[src/rtl/cpu_ex_result_buffer.sv]
// Two-entry result buffer between the ALU and write-back.
// HEAD drives the write-back port. SKID holds a second, younger entry.
// in_ready is taken from registered occupancy only, so a write-back stall
// never reaches the execute stage combinationally. The buffer also holds
// the committed ZCVN flag register and forwards buffered results to operand fetch.
module cpu_ex_result_buffer #(
  parameter int DATA_W = 32,
  parameter int REG_AW = 4
) (
  input  logic              clk,
  input  logic              rst,
  input  logic              in_valid,
  output logic              in_ready,
  input  logic [DATA_W-1:0] in_data,
  input  logic [3:0]        in_flag,
  input  logic [REG_AW-1:0] in_dst,
  input  logic              in_we,
  input  logic              in_setf,
  input  logic              flush,
  output logic              out_valid,
  input  logic              out_ready,
  output logic [DATA_W-1:0] out_data,
  output logic [REG_AW-1:0] out_dst,
  output logic              out_we,
  output logic [3:0]        flag_q,
  input  logic [REG_AW-1:0] fwd_idx,
  output logic              fwd_hit,
  output logic [DATA_W-1:0] fwd_data
);

  typedef enum logic [1:0] {
    EMPTY = 2'd0,
    ONE   = 2'd1,
    FULL  = 2'd2
  } state_t;

  state_t state;
  state_t state_nxt;

  // Handshake qualifiers. Flush overrides both directions.
  logic accept;
  logic pop;

  // Slot load controls, decoded from occupancy and handshakes
  logic head_load_in;
  logic head_load_skid;
  logic skid_load;

  // Slot contents. HEAD is the older entry and SKID is the younger one.
  logic [DATA_W-1:0] head_data;
  logic [REG_AW-1:0] head_dst;
  logic              head_we;
  logic [DATA_W-1:0] skid_data;
  logic [REG_AW-1:0] skid_dst;
  logic              skid_we;

  // Occupancy-derived slot validity
  logic head_vld;
  logic skid_vld;

  // Forwarding match terms
  logic head_match;
  logic skid_match;

  assign accept = in_valid & in_ready & ~flush;
  assign pop    = out_valid & out_ready & ~flush;

  // Occupancy state register
  always_ff @(posedge clk or posedge rst) begin
    if (rst) begin
      state <= EMPTY;
    end else begin
      state <= state_nxt;
    end
  end

  // Next occupancy. Flush empties the buffer and drops any input in that cycle.
  always_comb begin
    state_nxt = state;
    if (flush) begin
      state_nxt = EMPTY;
    end else begin
      unique case (state)
        EMPTY: begin
          if (accept) state_nxt = ONE;
        end
        ONE: begin
          if (accept && !pop)      state_nxt = FULL;
          else if (!accept && pop) state_nxt = EMPTY;
          else                     state_nxt = ONE;
        end
        FULL: begin
          // in_ready is low while FULL, so only a pop can move the state
          if (pop) state_nxt = ONE;
        end
        default: state_nxt = EMPTY;
      endcase
    end
  end

  // Handshake outputs and slot load decode. in_ready depends only on state and rst.
  always_comb begin
    in_ready       = (state != FULL) & ~rst;
    out_valid      = (state != EMPTY);
    head_vld       = (state != EMPTY);
    skid_vld       = (state == FULL);
    head_load_in   = 1'b0;
    head_load_skid = 1'b0;
    skid_load      = 1'b0;
    unique case (state)
      EMPTY: begin
        head_load_in = accept;
      end
      ONE: begin
        // Input goes to HEAD when HEAD drains in the same cycle, otherwise to SKID
        head_load_in = accept & pop;
        skid_load    = accept & ~pop;
      end
      FULL: begin
        head_load_skid = pop;
      end
      default: begin
        head_load_in   = 1'b0;
        head_load_skid = 1'b0;
        skid_load      = 1'b0;
      end
    endcase
  end

  // HEAD slot: loads from the input or advances the SKID entry on a pop from FULL
  always_ff @(posedge clk or posedge rst) begin
    if (rst) begin
      head_data <= '0;
      head_dst  <= '0;
      head_we   <= 1'b0;
    end else if (head_load_in) begin
      head_data <= in_data;
      head_dst  <= in_dst;
      head_we   <= in_we;
    end else if (head_load_skid) begin
      head_data <= skid_data;
      head_dst  <= skid_dst;
      head_we   <= skid_we;
    end
  end

  // SKID slot: captures the younger entry while HEAD is stalled
  always_ff @(posedge clk or posedge rst) begin
    if (rst) begin
      skid_data <= '0;
      skid_dst  <= '0;
      skid_we   <= 1'b0;
    end else if (skid_load) begin
      skid_data <= in_data;
      skid_dst  <= in_dst;
      skid_we   <= in_we;
    end
  end

  // Architectural flags commit at acceptance in program order. Flush never rolls them back.
  always_ff @(posedge clk or posedge rst) begin
    if (rst) begin
      flag_q <= 4'b0000;
    end else if (accept && in_setf) begin
      flag_q <= in_flag;
    end
  end

  assign out_data = head_data;
  assign out_dst  = head_dst;
  assign out_we   = head_we;

  // Forwarding: the younger SKID entry takes priority over HEAD. Data is zero on a miss.
  always_comb begin
    head_match = head_vld & head_we & (head_dst == fwd_idx);
    skid_match = skid_vld & skid_we & (skid_dst == fwd_idx);
    fwd_hit    = head_match | skid_match;
    if (skid_match) begin
      fwd_data = skid_data;
    end else if (head_match) begin
      fwd_data = head_data;
    end else begin
      fwd_data = '0;
    end
  end

endmodule

[config.mk]
export PLATFORM = sky130hd
export DESIGN_NAME = cpu_ex_result_buffer
export DESIGN_NICKNAME = d
export VERILOG_FILES = /design/src/rtl/cpu_ex_result_buffer.sv
export SDC_FILE = /design/constraint.sdc
export NUM_CORES = 1
export LEC_CHECK = 0
export ABC_AREA = 1
export ABC_CLOCK_PERIOD_IN_PS = 5000
export CAP_MARGIN = 30
export CORE_MARGIN = 3
export CORE_UTILIZATION = 51
export DETAILED_ROUTE_END_ITERATION = 16
export PLACE_DENSITY = 0.9
export SYNTH_ARGS = -nofsm -noshare
export SYNTH_HDL_FRONTEND = slang
export SYNTH_SLANG_ARGS = --single-unit
[constraint.sdc]
create_clock -name clk -period 5 [get_ports clk]
set_clock_uncertainty 0.15 [all_clocks]
set_input_delay 1 -clock clk [delete_from_list [all_inputs] [get_ports clk]]
set_output_delay 1 -clock clk [all_outputs]
set_load 0.02 [all_outputs]
After elaboration in Yosys (flattened, before gate mapping)
Cells that the tools add are included.
- flip-flop bits (word level): 80
- input bits: 51
- output and inout bits: 76
- word-level logic and storage cells: 56
- equality and inequality tests: 7
- multiplexer cells: 17
- bitwise gates (word level): 15
- reductions and logical operators: 9
- operators with widths (operator ; count):
    $mux W32 ; 4
    $and A1 B1 Y1 ; 11
    $eq A4 B4 Y1 ; 2
    $mux W2 ; 4
    $mux W4 ; 2
    $ne A3 B3 Y1 const B ; 2
    $pmux W2 S3 ; 1
    $mux W1 ; 5
    $reduce_bool A2 Y1 ; 2
    $logic_and A1 B1 Y1 ; 3
    $not A1 Y1 ; 3
    $eq A2 B1 Y1 const B ; 1
    $eq A2 B2 Y1 const B ; 1
    $logic_not A1 Y1 ; 2
    $logic_not A2 Y1 ; 1
    $ne A2 B2 Y1 const B ; 1
    $pmux W1 S2 ; 1
    $reduce_and A2 Y1 ; 1
    $or A1 B1 Y1 ; 1

Logic depth before layout (Yosys ltp)
Gate-level depths: netlist of the first run.
- depth in word-level cells: 10
- mapped depth: 9

Least setup slack after synthesis of the first run
No wires, ideal clock.
- kind: in2reg
- from: input port rst
- to: register skid_data[10]
- data arrival time: 3.717 ns
- required time: 4.733 ns
- path slack: 1.016 ns
- cell stages on the path: 8
- path buffers: 2
- path through: inv_1 -> nand4_2 -> nor2_2 -> nand2_1 -> buf_4 -> buf_2 -> nand2_1 -> nand2_1
- longest elaborated chain between the ends: 6
- ends and longest elaborated chain (element ; RTL line ; text):
    start, declared ; 11 ; input logic rst,
    $not A1 Y1 ; 103 ; in_ready = (state != FULL) & ~rst;
    $and A1 B1 Y1 ; 103 ;
    $and A1 B1 Y1 (2 in a row) ; 65 ; assign accept = in_valid & in_ready & ~flush;
    $and A1 B1 Y1 ; 117 ; skid_load = accept & ~pop;
    $mux W1 ; 110 ; unique case (state)
    end signal, assigned ; 154 ; skid_data <= in_data;
    end, declared ; 53 ; logic [DATA_W-1:0] skid_data;
Every way passes these cells.
A chain may end at the register's enable or synchronous reset.

Final worst setup path of the first run
- from: input port fwd_idx[2]
- to: output port fwd_data[7]
- longest elaborated chain between the ends: 4
- ends and longest elaborated chain (element ; RTL line ; text):
    start, declared ; 26 ; input logic [REG_AW-1:0] fwd_idx,
    $eq A4 B4 Y1 ; 175 ; head_match = head_vld & head_we & (head_dst == fwd_idx);
    $and A1 B1 Y1 ; 175 ;
    $mux W32 ; 180 ; end else if (head_match) begin
    $mux W32 (*) ; 178 ; if (skid_match) begin
    end, declared ; 28 ; output logic [DATA_W-1:0] fwd_data
Every way passes the cells marked *; elsewhere a longest branch is shown, timed or not.

==> impl_metrics.env, run 1 <==
export IMPL_outcome="finished clean"
export IMPL_layout_cells_most_common="nand2_1"
export IMPL_fp_dieH_um=97.3
export IMPL_layout_nets=760
export IMPL_floorplan_core_area_um2=7890
export IMPL_clk_pin_slew_ns=0.07
export IMPL_synthesis_instances=596
export IMPL_crit_fanout=19
export IMPL_fp_dieArea_um2=9460
export IMPL_crit_type="input pin to primary output"
export IMPL_die_x_extent_um=97.3
export IMPL_ports_placed_on_the_boundary=127
export IMPL_cts_hold_buf=0
export IMPL_unrepaired_setup_endpoints_after_global_routing="false"
export IMPL_detailed_placement_wirelength_estimate_um=8630
export IMPL_first_pass_grt_wire_length_um=20700
export IMPL_worst_r2r_dst="out_data[4]$_DFFE_PP0P_"
export IMPL_track_usage=0.262
export IMPL_numCtsBuffers=9
export IMPL_number_of_global_route_vias_before_repair=4408
export IMPL_synthToLayoutAreaGrowth_pct=35.9
export IMPL_io_buffer_count=126
export IMPL_cts_root_buffer="clkbuf_8"
export IMPL_final_max_slew_violation_count=0
export IMPL_synthesis_nets=647
export IMPL_initial_core_util=0.539
export IMPL_headroom_to_the_max_slew_limit=0.331
export IMPL_final_design_area_no_fill_um2=5780
export IMPL_cts_buffer_depth=2
export IMPL_placement_cell_area_um2=5600
export IMPL_global_route_overflow_total=0
export IMPL_setup_worst_path_start="fwd_idx[2]"
export IMPL_totalWireLength_um=12600
export IMPL_ctsHtreeMaxLevel=3
export IMPL_syn_mean_instance_area_um2=7.13
export IMPL_synth_warnings=0
export IMPL_ys_seq_area_frac=0.471
export IMPL_tritoncts_clock_tree="done"
export IMPL_gp_routability_congestion=0.874
export IMPL_worstSetupStartpointType="input pin"
export IMPL_worstSkewPairLatency_ns=0.34
export IMPL_place_ws_ns=0.459
export IMPL_floorplan_row_count=32
export IMPL_final_hold_viol_count=0
export IMPL_worst_setup_path_end_kind="primary output"
export IMPL_setup_tns_final_ns=0
export IMPL_worst_ep_arrival_time_ns=3.41
export IMPL_worst_r2r_path_depth=6
export IMPL_mappedNetlistArea_um2=4250
export IMPL_ys_seq_elements=80
export IMPL_drt_drc_violations_left=0
export IMPL_nFillCells=615
export IMPL_max_cap_violations=0
export IMPL_hold_class="flop to flop"
export IMPL_max_vdd_ir_drop_mv=0.192
export IMPL_reg2reg_setup_slack_ns=2.43
export IMPL_ctsResizeCount=0
export IMPL_cts_repair_timing_setup_buffer_count=0
export IMPL_drive_above_1_share=0.0589
export IMPL_dr_pass1_iters=8
export IMPL_final_min_clock_period_ns=4.56
export IMPL_endpoint="fwd_data[7]"
export IMPL_static_leakage_power_nw=2.93
export IMPL_clock_fmax_mhz=219
export IMPL_power_per_cell_area_nw_per_um2=340
export IMPL_timing_final_crit_share=0.911
export IMPL_dp_cells=800
export IMPL_critPathRequiredTime_ns=3.85
export IMPL_cts_sink_count=80
export IMPL_detail_route_vias_per_cell=5.59
export IMPL_post_layout_nonfiller_instances=815
export IMPL_count_of_final_setup_violators=0
export IMPL_detail_route_antenna_nets=0
export IMPL_synth_cell_type_count=21
export IMPL_grt_max_degree=73
export IMPL_r2r_start="state[1]$_DFFE_PP0P_"
export IMPL_initialDrtViolationCount=270
export IMPL_antenna_found_initial=0
export IMPL_route_vias_total=4555
export IMPL_worst_slew_pin_transition_ns=1.00
export IMPL_mostFrequentLayoutCells="nand2_1 (220), clkdlybuf4s50_1 (126), dfrtp_1 (80)"
export IMPL_timing_final_ws_setup_ns=0.444
export IMPL_insertedDiodeCount=0
export IMPL_drt_wirelength_per_cell_um=15.5
export IMPL_finalHoldWorstSlack_ns=0.324
## state kept, by name, indices dropped and copies added (netlist names)
name	flops
state	2
out_dst	4
skid_we	1
out_we	1
out_data	32
skid_dst	4
flag_q	4
skid_data	32
## cell families after synthesis
kind of cell / after synthesis / share of synthesized area
xor gates and xnor gates: 1 / 0.00206
AOI/OAI and AO/OA: 43 / 0.0512
buffers and inverters: 92 / 0.0919
and+or+nand+nor: 380 / 0.384
DFF: 80 / 0.471
## worst min-delay path by stage
stage	start	endpoint	cells after the start
global route	flag_q[0]$_DFFE_PP0P_	flag_q[0]$_DFFE_PP0P_	2
floorplan	skid_dst[0]$_DFFE_PP0P_	skid_dst[0]$_DFFE_PP0P_	2
global placement	flag_q[3]$_DFFE_PP0P_	flag_q[3]$_DFFE_PP0P_	2
CTS	flag_q[2]$_DFFE_PP0P_	flag_q[2]$_DFFE_PP0P_	2
finish	flag_q[2]$_DFFE_PP0P_	flag_q[2]$_DFFE_PP0P_	2
detailed placement	flag_q[2]$_DFFE_PP0P_	flag_q[2]$_DFFE_PP0P_	2
## critical path: stages
cell,delay [ns]
clkdlybuf4s50_1,0.51
xnor2_2,0.70
buf_4,0.35
nand4_1,0.14
nand2_1,0.10
clkdlybuf4s50_1,0.60
## cells in the mapped netlist
cell type / number / area (um^2)
nand2_1: 220 / 826
dfrtp_1: 80 / 2000
nand3_1: 77 / 385
inv_1: 51 / 191
nor2_1: 44 / 165
a21oi_1: 38 / 190
nand4_1: 32 / 200
buf_2: 15 / 75.1
clkbuf_1: 13 / 48.8
buf_4: 7 / 52.6
inv_2: 4 / 15.0
nor2_2: 3 / 18.8
buf_1: 2 / 7.51
o21ai_0: 2 / 10.0
o21ai_1: 2 / 10.0
nand2_2: 1 / 6.26
nand4_2: 1 / 12.5
nor2_4: 1 / 11.3
nor3_1: 1 / 5.00
o31ai_1: 1 / 7.51
xnor2_1: 1 / 8.76
## metal layers
metal  vias up  wire [um]  track usage
met3        17       1010       0.0366
met5         -          0            0
met2       237       6540        0.465
met1      2169       4910        0.327
li1       2132          -            -
met4         0        184       0.0948
## cell type report
cell class	instances	area, um^2	area share
multi-input combinational	424	1890	0.327
inverter	55	208	0.0360
sequential	80	2000	0.347
clock inverter	3	17.5	0.00303
clock buffer	12	155	0.0269
tap	102	128	0.0221
timing repair buffer	139	1380	0.239
## report_power, final
| part | internal (mW) | total (mW) | switching, mW |
|---|---|---|---|
| logic | 0.255 | 0.602 | 0.347 |
| clock network | 0.203 | 0.425 | 0.222 |
| registers | 0.801 | 0.934 | 0.134 |
| total | 1.26 | 1.96 | 0.702 |
## stage by stage
stage	power, mW	util
2_1_floorplan	1.24	-
3_3_place_gp	1.51	0.707
3_5_place_dp	1.54	0.710
4_1_cts	1.97	0.732
5_1_grt	2.07	0.732
6_report	1.96	0.732
No activity file was read; power rests on OpenSTA's default activity.
==> run 2, diff against run 1 <==
--- a/config.mk
+++ b/config.mk
@@ -12,6 +12,7 @@
 export CORE_UTILIZATION = 51
 export DETAILED_ROUTE_END_ITERATION = 16
 export PLACE_DENSITY = 0.9
+export REMOVE_ABC_BUFFERS = 1
 export SYNTH_ARGS = -nofsm -noshare
 export SYNTH_HDL_FRONTEND = slang
 export SYNTH_SLANG_ARGS = --single-unit
==> impl_metrics.env, run 2 (same netlist as run 1, synthesis figures left out) <==
export IMPL_clock_fmax_mhz=223
export IMPL_seqCellArea_um2=2000
export IMPL_drt_drc_violations_left=0
export IMPL_crit_buf_inv=3
export IMPL_headroom_to_the_max_slew_limit=0.294
export IMPL_setup_tns_final_ns=0
export IMPL_mostFrequentLayoutCells="nand2_1 (220), clkdlybuf4s50_1 (126), dfrtp_1 (80)"
export IMPL_count_of_final_setup_violators=0
export IMPL_tritoncts_clock_tree="done"
export IMPL_power_switching_share=0.345
export IMPL_initialDrtViolationCount=331
export IMPL_reg2reg_setup_slack_ns=2.38
export IMPL_grt_max_degree=44
export IMPL_nFillCells=563
export IMPL_max_cap_violations=0
export IMPL_floorplan_row_count=32
export IMPL_totalWireLength_um=13200
export IMPL_worst_slew_pin_transition_ns=1.06
export IMPL_cts_repair_timing_setup_buffer_count=0
export IMPL_cts_hold_buf=0
export IMPL_antenna_found_initial=0
export IMPL_worstSetupStartpointType="input pin"
export IMPL_static_leakage_power_nw=2.95
export IMPL_global_route_overflow_total=0
export IMPL_hold_class="flop to flop"
export IMPL_dr_pass1_iters=5
export IMPL_worst_r2r_dst="out_data[11]$_DFFE_PP0P_"
export IMPL_multi_input_comb_area_um2=1890
export IMPL_track_usage=0.274
export IMPL_cts_root_buffer="clkbuf_8"
export IMPL_timing_final_crit_share=0.899
export IMPL_drt_wirelength_per_cell_um=16.2
export IMPL_floorplan_core_area_um2=7890
export IMPL_cp_common_cell="clkdlybuf4s50_1"
export IMPL_ports_placed_on_the_boundary=127
export IMPL_numCtsBuffers=9
export IMPL_final_hold_viol_count=0
export IMPL_layout_cells_most_common="nand2_1"
export IMPL_hold_path_endpoint="flag_q[3]$_DFFE_PP0P_"
export IMPL_clock_power_share=0.270
export IMPL_postLayoutCoreUtil=0.739
export IMPL_timing_critical_path_cells="clkdlybuf4s50_1, xnor2_2, buf_4, nand4_1, nand2_1, clkdlybuf4s50_1"
export IMPL_unrepaired_setup_endpoints_after_global_routing="false"
export IMPL_timing_critical_path_slowest_cell_delay_ns=0.65
export IMPL_ctsHtreeMaxLevel=3
export IMPL_route_vias_total=4599
export IMPL_cts_sink_count=80
export IMPL_crit_fanout=19
export IMPL_hold_depth=2
export IMPL_worst_r2r_path_depth=6
export IMPL_detailed_placement_wirelength_estimate_um=8500
export IMPL_detail_route_vias_per_cell=5.64
export IMPL_clk_pin_slew_ns=0.08
export IMPL_insertedDiodeCount=0
export IMPL_number_of_global_route_vias_before_repair=4442
export IMPL_die_x_extent_um=97.3
export IMPL_detail_route_antenna_nets=0
export IMPL_cts_buffer_depth=2
export IMPL_first_pass_grt_wire_length_um=21400
export IMPL_seq_power_share=0.445
export IMPL_finalHoldWorstSlack_ns=0.329
export IMPL_p_switching_mw=0.729
export IMPL_worst_setup_path_end_kind="primary output"
export IMPL_final_min_clock_period_ns=4.49
export IMPL_ctsResizeCount=0
export IMPL_worst_path_dominant_cell_family="buffers and inverters"
export IMPL_final_max_slew_violation_count=0
export IMPL_r2r_start="state[1]$_DFFE_PP0P_"
export IMPL_layout_nets=760
export IMPL_outcome="finished clean"
export IMPL_cellInternalPower_mw=1.38
export IMPL_crit_type="input pin to primary output"
export IMPL_power_per_cell_area_nw_per_um2=362
export IMPL_critPathRequiredTime_ns=3.85
export IMPL_initial_core_util=0.539
export IMPL_worst_ep_arrival_time_ns=3.34
export IMPL_fp_dieH_um=97.3
export IMPL_fp_dieArea_um2=9460
export IMPL_gp_routability_congestion=0.818
export IMPL_worstSkewPairLatency_ns=0.35
export IMPL_drive_above_1_share=0.0602
export IMPL_max_vdd_ir_drop_mv=0.272
export IMPL_worstHoldStart="flag_q[3]$_DFFE_PP0P_"
export IMPL_synthToLayoutAreaGrowth_pct=37.2
export IMPL_cpMaxStageDelayCell="xnor2_2"
export IMPL_share_comb_of_total_power=0.285
export IMPL_io_buffer_count=126
-- run 2: changes by cell type in the layout (fill, tap and decap cells not counted) --
cell       change
buf_12         +1
buf_16         -1
clkbuf_8       -2
bufinv_16      +3
-- run 2: layout make-up --
cell class / count / area share
clock inverters: 6 / 0.0185
repair buffers: 139 / 0.235
clock buffers: 10 / 0.0219
multi-input cells: 424 / 0.324
flip-flops and latches: 80 / 0.343
inverters: 55 / 0.0356
well taps: 102 / 0.0219
-- run 2: how the worst max path moves through the flow --
stage | depth (start not counted) | slack (ns) | from | to
final | 6 | 0.51 | fwd_idx[2] | fwd_data[31]
after CTS | 6 | 0.53 | fwd_idx[2] | fwd_data[28]
after floorplan | 6 | -0.18 | rst | skid_data[0]$_DFFE_PP0P_
after detailed placement | 6 | 0.54 | fwd_idx[2] | fwd_data[28]
after global placement | 6 | 0.58 | fwd_idx[2] | fwd_data[13]
after global routing | 6 | 0.35 | fwd_idx[2] | fwd_data[31]
-- run 2: metal layers --
layer	GRT usage	routed length (um)	up-vias
met3	0.0395	1020	31
met5	0	0	-
met2	0.468	6740	276
met4	0.101	217	0
met1	0.356	5210	2163
li1	-	-	2129
-- run 2: through the flow --
step	power [mW]	instance area, um^2	worst slack [ns]	instances
3_5_place_dp	1.54	5600	0.538	800
2_1_floorplan	1.23	4070	-0.180	559
3_3_place_gp	1.51	5580	0.577	799
4_1_cts	2.11	5830	0.534	816
6_report	2.11	5830	0.506	816
5_1_grt	2.21	5830	0.347	816
-- run 2: power groups by stage --
stage	sequential (mW)	clock [mW]	combinational, mW
after detailed placement	0.942	0	0.600
after global routing	0.955	0.598	0.662
after CTS	0.933	0.568	0.605
final	0.940	0.570	0.603
after floorplan	0.994	0	0.235
after global placement	0.934	0	0.578
-- run 2: worst reg2reg max path, cell delays in order (launching register included) --
cell,delay (ns)
dfrtp_1,0.47
nand2_2,0.16
nand4_2,0.21
nor2_4,0.86
nor2_4,0.41
nand2_1,0.18
nand2_1,0.07
==> run 3, diff against run 2 <==
--- a/config.mk
+++ b/config.mk
@@ -13,6 +13,7 @@
 export DETAILED_ROUTE_END_ITERATION = 16
 export PLACE_DENSITY = 0.9
 export REMOVE_ABC_BUFFERS = 1
+export SETUP_SLACK_MARGIN = 0.4
 export SYNTH_ARGS = -nofsm -noshare
 export SYNTH_HDL_FRONTEND = slang
 export SYNTH_SLANG_ARGS = --single-unit
==> impl_metrics.env, run 3 (same netlist as run 1, synthesis figures left out) <==
export IMPL_outcome="finished clean"
export IMPL_clock_fmax_mhz=228
export IMPL_worst_r2r_path_depth=6
export IMPL_worstSetupStartpointType="input pin"
export IMPL_detail_route_antenna_nets=0
export IMPL_cts_root_buffer="clkbuf_8"
export IMPL_timing_final_crit_share=0.877
export IMPL_fp_dieArea_um2=9460
export IMPL_final_min_clock_period_ns=4.38
export IMPL_insertedDiodeCount=0
export IMPL_global_route_overflow_total=0
export IMPL_timing_critical_path_slowest_cell_delay_ns=0.54
export IMPL_clk_pin_slew_ns=0.08
export IMPL_totalWireLength_um=13100
export IMPL_route_vias_total=4569
export IMPL_nFillCells=563
export IMPL_cts_repair_timing_setup_buffer_count=0
export IMPL_critPathRequiredTime_ns=3.85
export IMPL_dr_pass1_iters=5
export IMPL_dp_cells=800
export IMPL_hold_class="flop to flop"
export IMPL_crit_type="input pin to primary output"
export IMPL_cts_hold_buf=0
export IMPL_final_max_slew_violation_count=0
export IMPL_ctsHtreeMaxLevel=3
export IMPL_gp_routability_congestion=0.818
export IMPL_detail_route_vias_per_cell=5.60
export IMPL_grt_max_degree=44
export IMPL_timing_critical_path_cells="clkdlybuf4s50_1, inv_1, nand2_1, nand2_1, nor2_2, buf_4, nand3_1, buf_4, nand3_1, nand2_1, clkdlybuf4s50_1"
export IMPL_critical_path_depth=11
export IMPL_track_usage=0.274
export IMPL_cpMaxStageDelayCell="clkdlybuf4s50_1"
export IMPL_max_cap_violations=0
export IMPL_crit_fanout=20
export IMPL_layout_cells_most_common="nand2_1"
export IMPL_cts_buffer_depth=2
export IMPL_number_of_global_route_vias_before_repair=4442
export IMPL_fp_dieH_um=97.3
export IMPL_worst_setup_path_end_kind="primary output"
export IMPL_setup_tns_final_ns=0
export IMPL_layout_nets=760
export IMPL_die_x_extent_um=97.3
export IMPL_floorplan_row_count=32
export IMPL_initialDrtViolationCount=312
export IMPL_worst_ep_arrival_time_ns=3.23
export IMPL_cts_sink_count=80
export IMPL_finalHoldWorstSlack_ns=0.328
export IMPL_final_design_area_no_fill_um2=5840
export IMPL_ports_placed_on_the_boundary=127
export IMPL_headroom_to_the_max_slew_limit=0.290
export IMPL_post_layout_nonfiller_instances=816
export IMPL_numCtsBuffers=9
export IMPL_drt_drc_violations_left=0
export IMPL_mostFrequentLayoutCells="nand2_1 (220), clkdlybuf4s50_1 (126), dfrtp_1 (80)"
export IMPL_worst_slew_pin_transition_ns=1.06
export IMPL_cp_common_cell="nand2_1"
export IMPL_drt_wirelength_per_cell_um=16.1
export IMPL_max_vdd_ir_drop_mv=0.269
export IMPL_worstSkewPairLatency_ns=0.35
export IMPL_unrepaired_setup_endpoints_after_global_routing="false"
export IMPL_power_per_cell_area_nw_per_um2=362
export IMPL_synthToLayoutAreaGrowth_pct=37.5
export IMPL_antenna_found_initial=0
export IMPL_worst_path_dominant_cell_family="buffers and inverters"
export IMPL_count_of_final_setup_violators=0
export IMPL_tritoncts_clock_tree="done"
export IMPL_io_buffer_count=126
export IMPL_static_leakage_power_nw=2.95
export IMPL_floorplan_core_area_um2=7890
export IMPL_final_hold_viol_count=0
export IMPL_crit_buf_inv=5
export IMPL_ctsResizeCount=0
export IMPL_initial_core_util=0.539
export IMPL_first_pass_grt_wire_length_um=21400
export IMPL_hold_depth=2
export IMPL_placement_cell_area_um2=5600
export IMPL_postLayoutCoreUtil=0.741
export IMPL_drive_above_1_share=0.0602
export IMPL_detailed_placement_wirelength_estimate_um=8500
[run 3: layer usage]
metal	global-route usage	wire (um)	vias to the layer above
met5	0	0	-
li1	-	-	2130
met3	0.0395	1090	22
met1	0.356	5170	2149
met4	0.101	183	0
met2	0.468	6690	268
[run 3: path summary, 6_finish.rpt]
kind | end | slack, ns | start
max | fwd_data[0] | 0.62 | fwd_idx[3]
min | flag_q[3]$_DFFE_PP0P_ | 0.33 | flag_q[3]$_DFFE_PP0P_
max reg2reg | out_data[11]$_DFFE_PP0P_ | 2.38 | state[1]$_DFFE_PP0P_
min reg2reg | flag_q[3]$_DFFE_PP0P_ | 0.33 | flag_q[3]$_DFFE_PP0P_
max in group asynchronous | skid_we$_DFFE_PP0P_ | 3.08 | rst
min in group asynchronous | out_dst[2]$_DFFE_PP0P_ | 1.01 | rst
[run 3: final cells by class]
type	instances	area (um^2)	share of cell area
multi-input combinational	424	1900	0.325
timing repair buffer	139	1370	0.235
clock buffer	10	128	0.0218
tap	102	128	0.0218
sequential	80	2000	0.343
inverter	55	208	0.0356
clock inverter	6	108	0.0184
[run 3: power by group]
part	internal, mW	switching, mW	leakage [nW]	total, mW
Combinational	0.257	0.349	1.82	0.606
Clock	0.330	0.239	0.116	0.569
Sequential	0.800	0.141	1.01	0.942
[run 3: stage by stage]
step                power, mW  worst slack (ns)
CTS                      2.11             0.534
detailed placement       1.54             0.538
floorplan                1.23            -0.180
global placement         1.51             0.577
global route             2.22             0.543
finish                   2.12             0.617
[run 3: worst min-delay path, delay by kind of cell (launching register included)]
| family | cells | cell delay, ns |
|---|---|---|
| and+or+nand+nor | 2 | 0.10 |
| DFF | 1 | 0.34 |
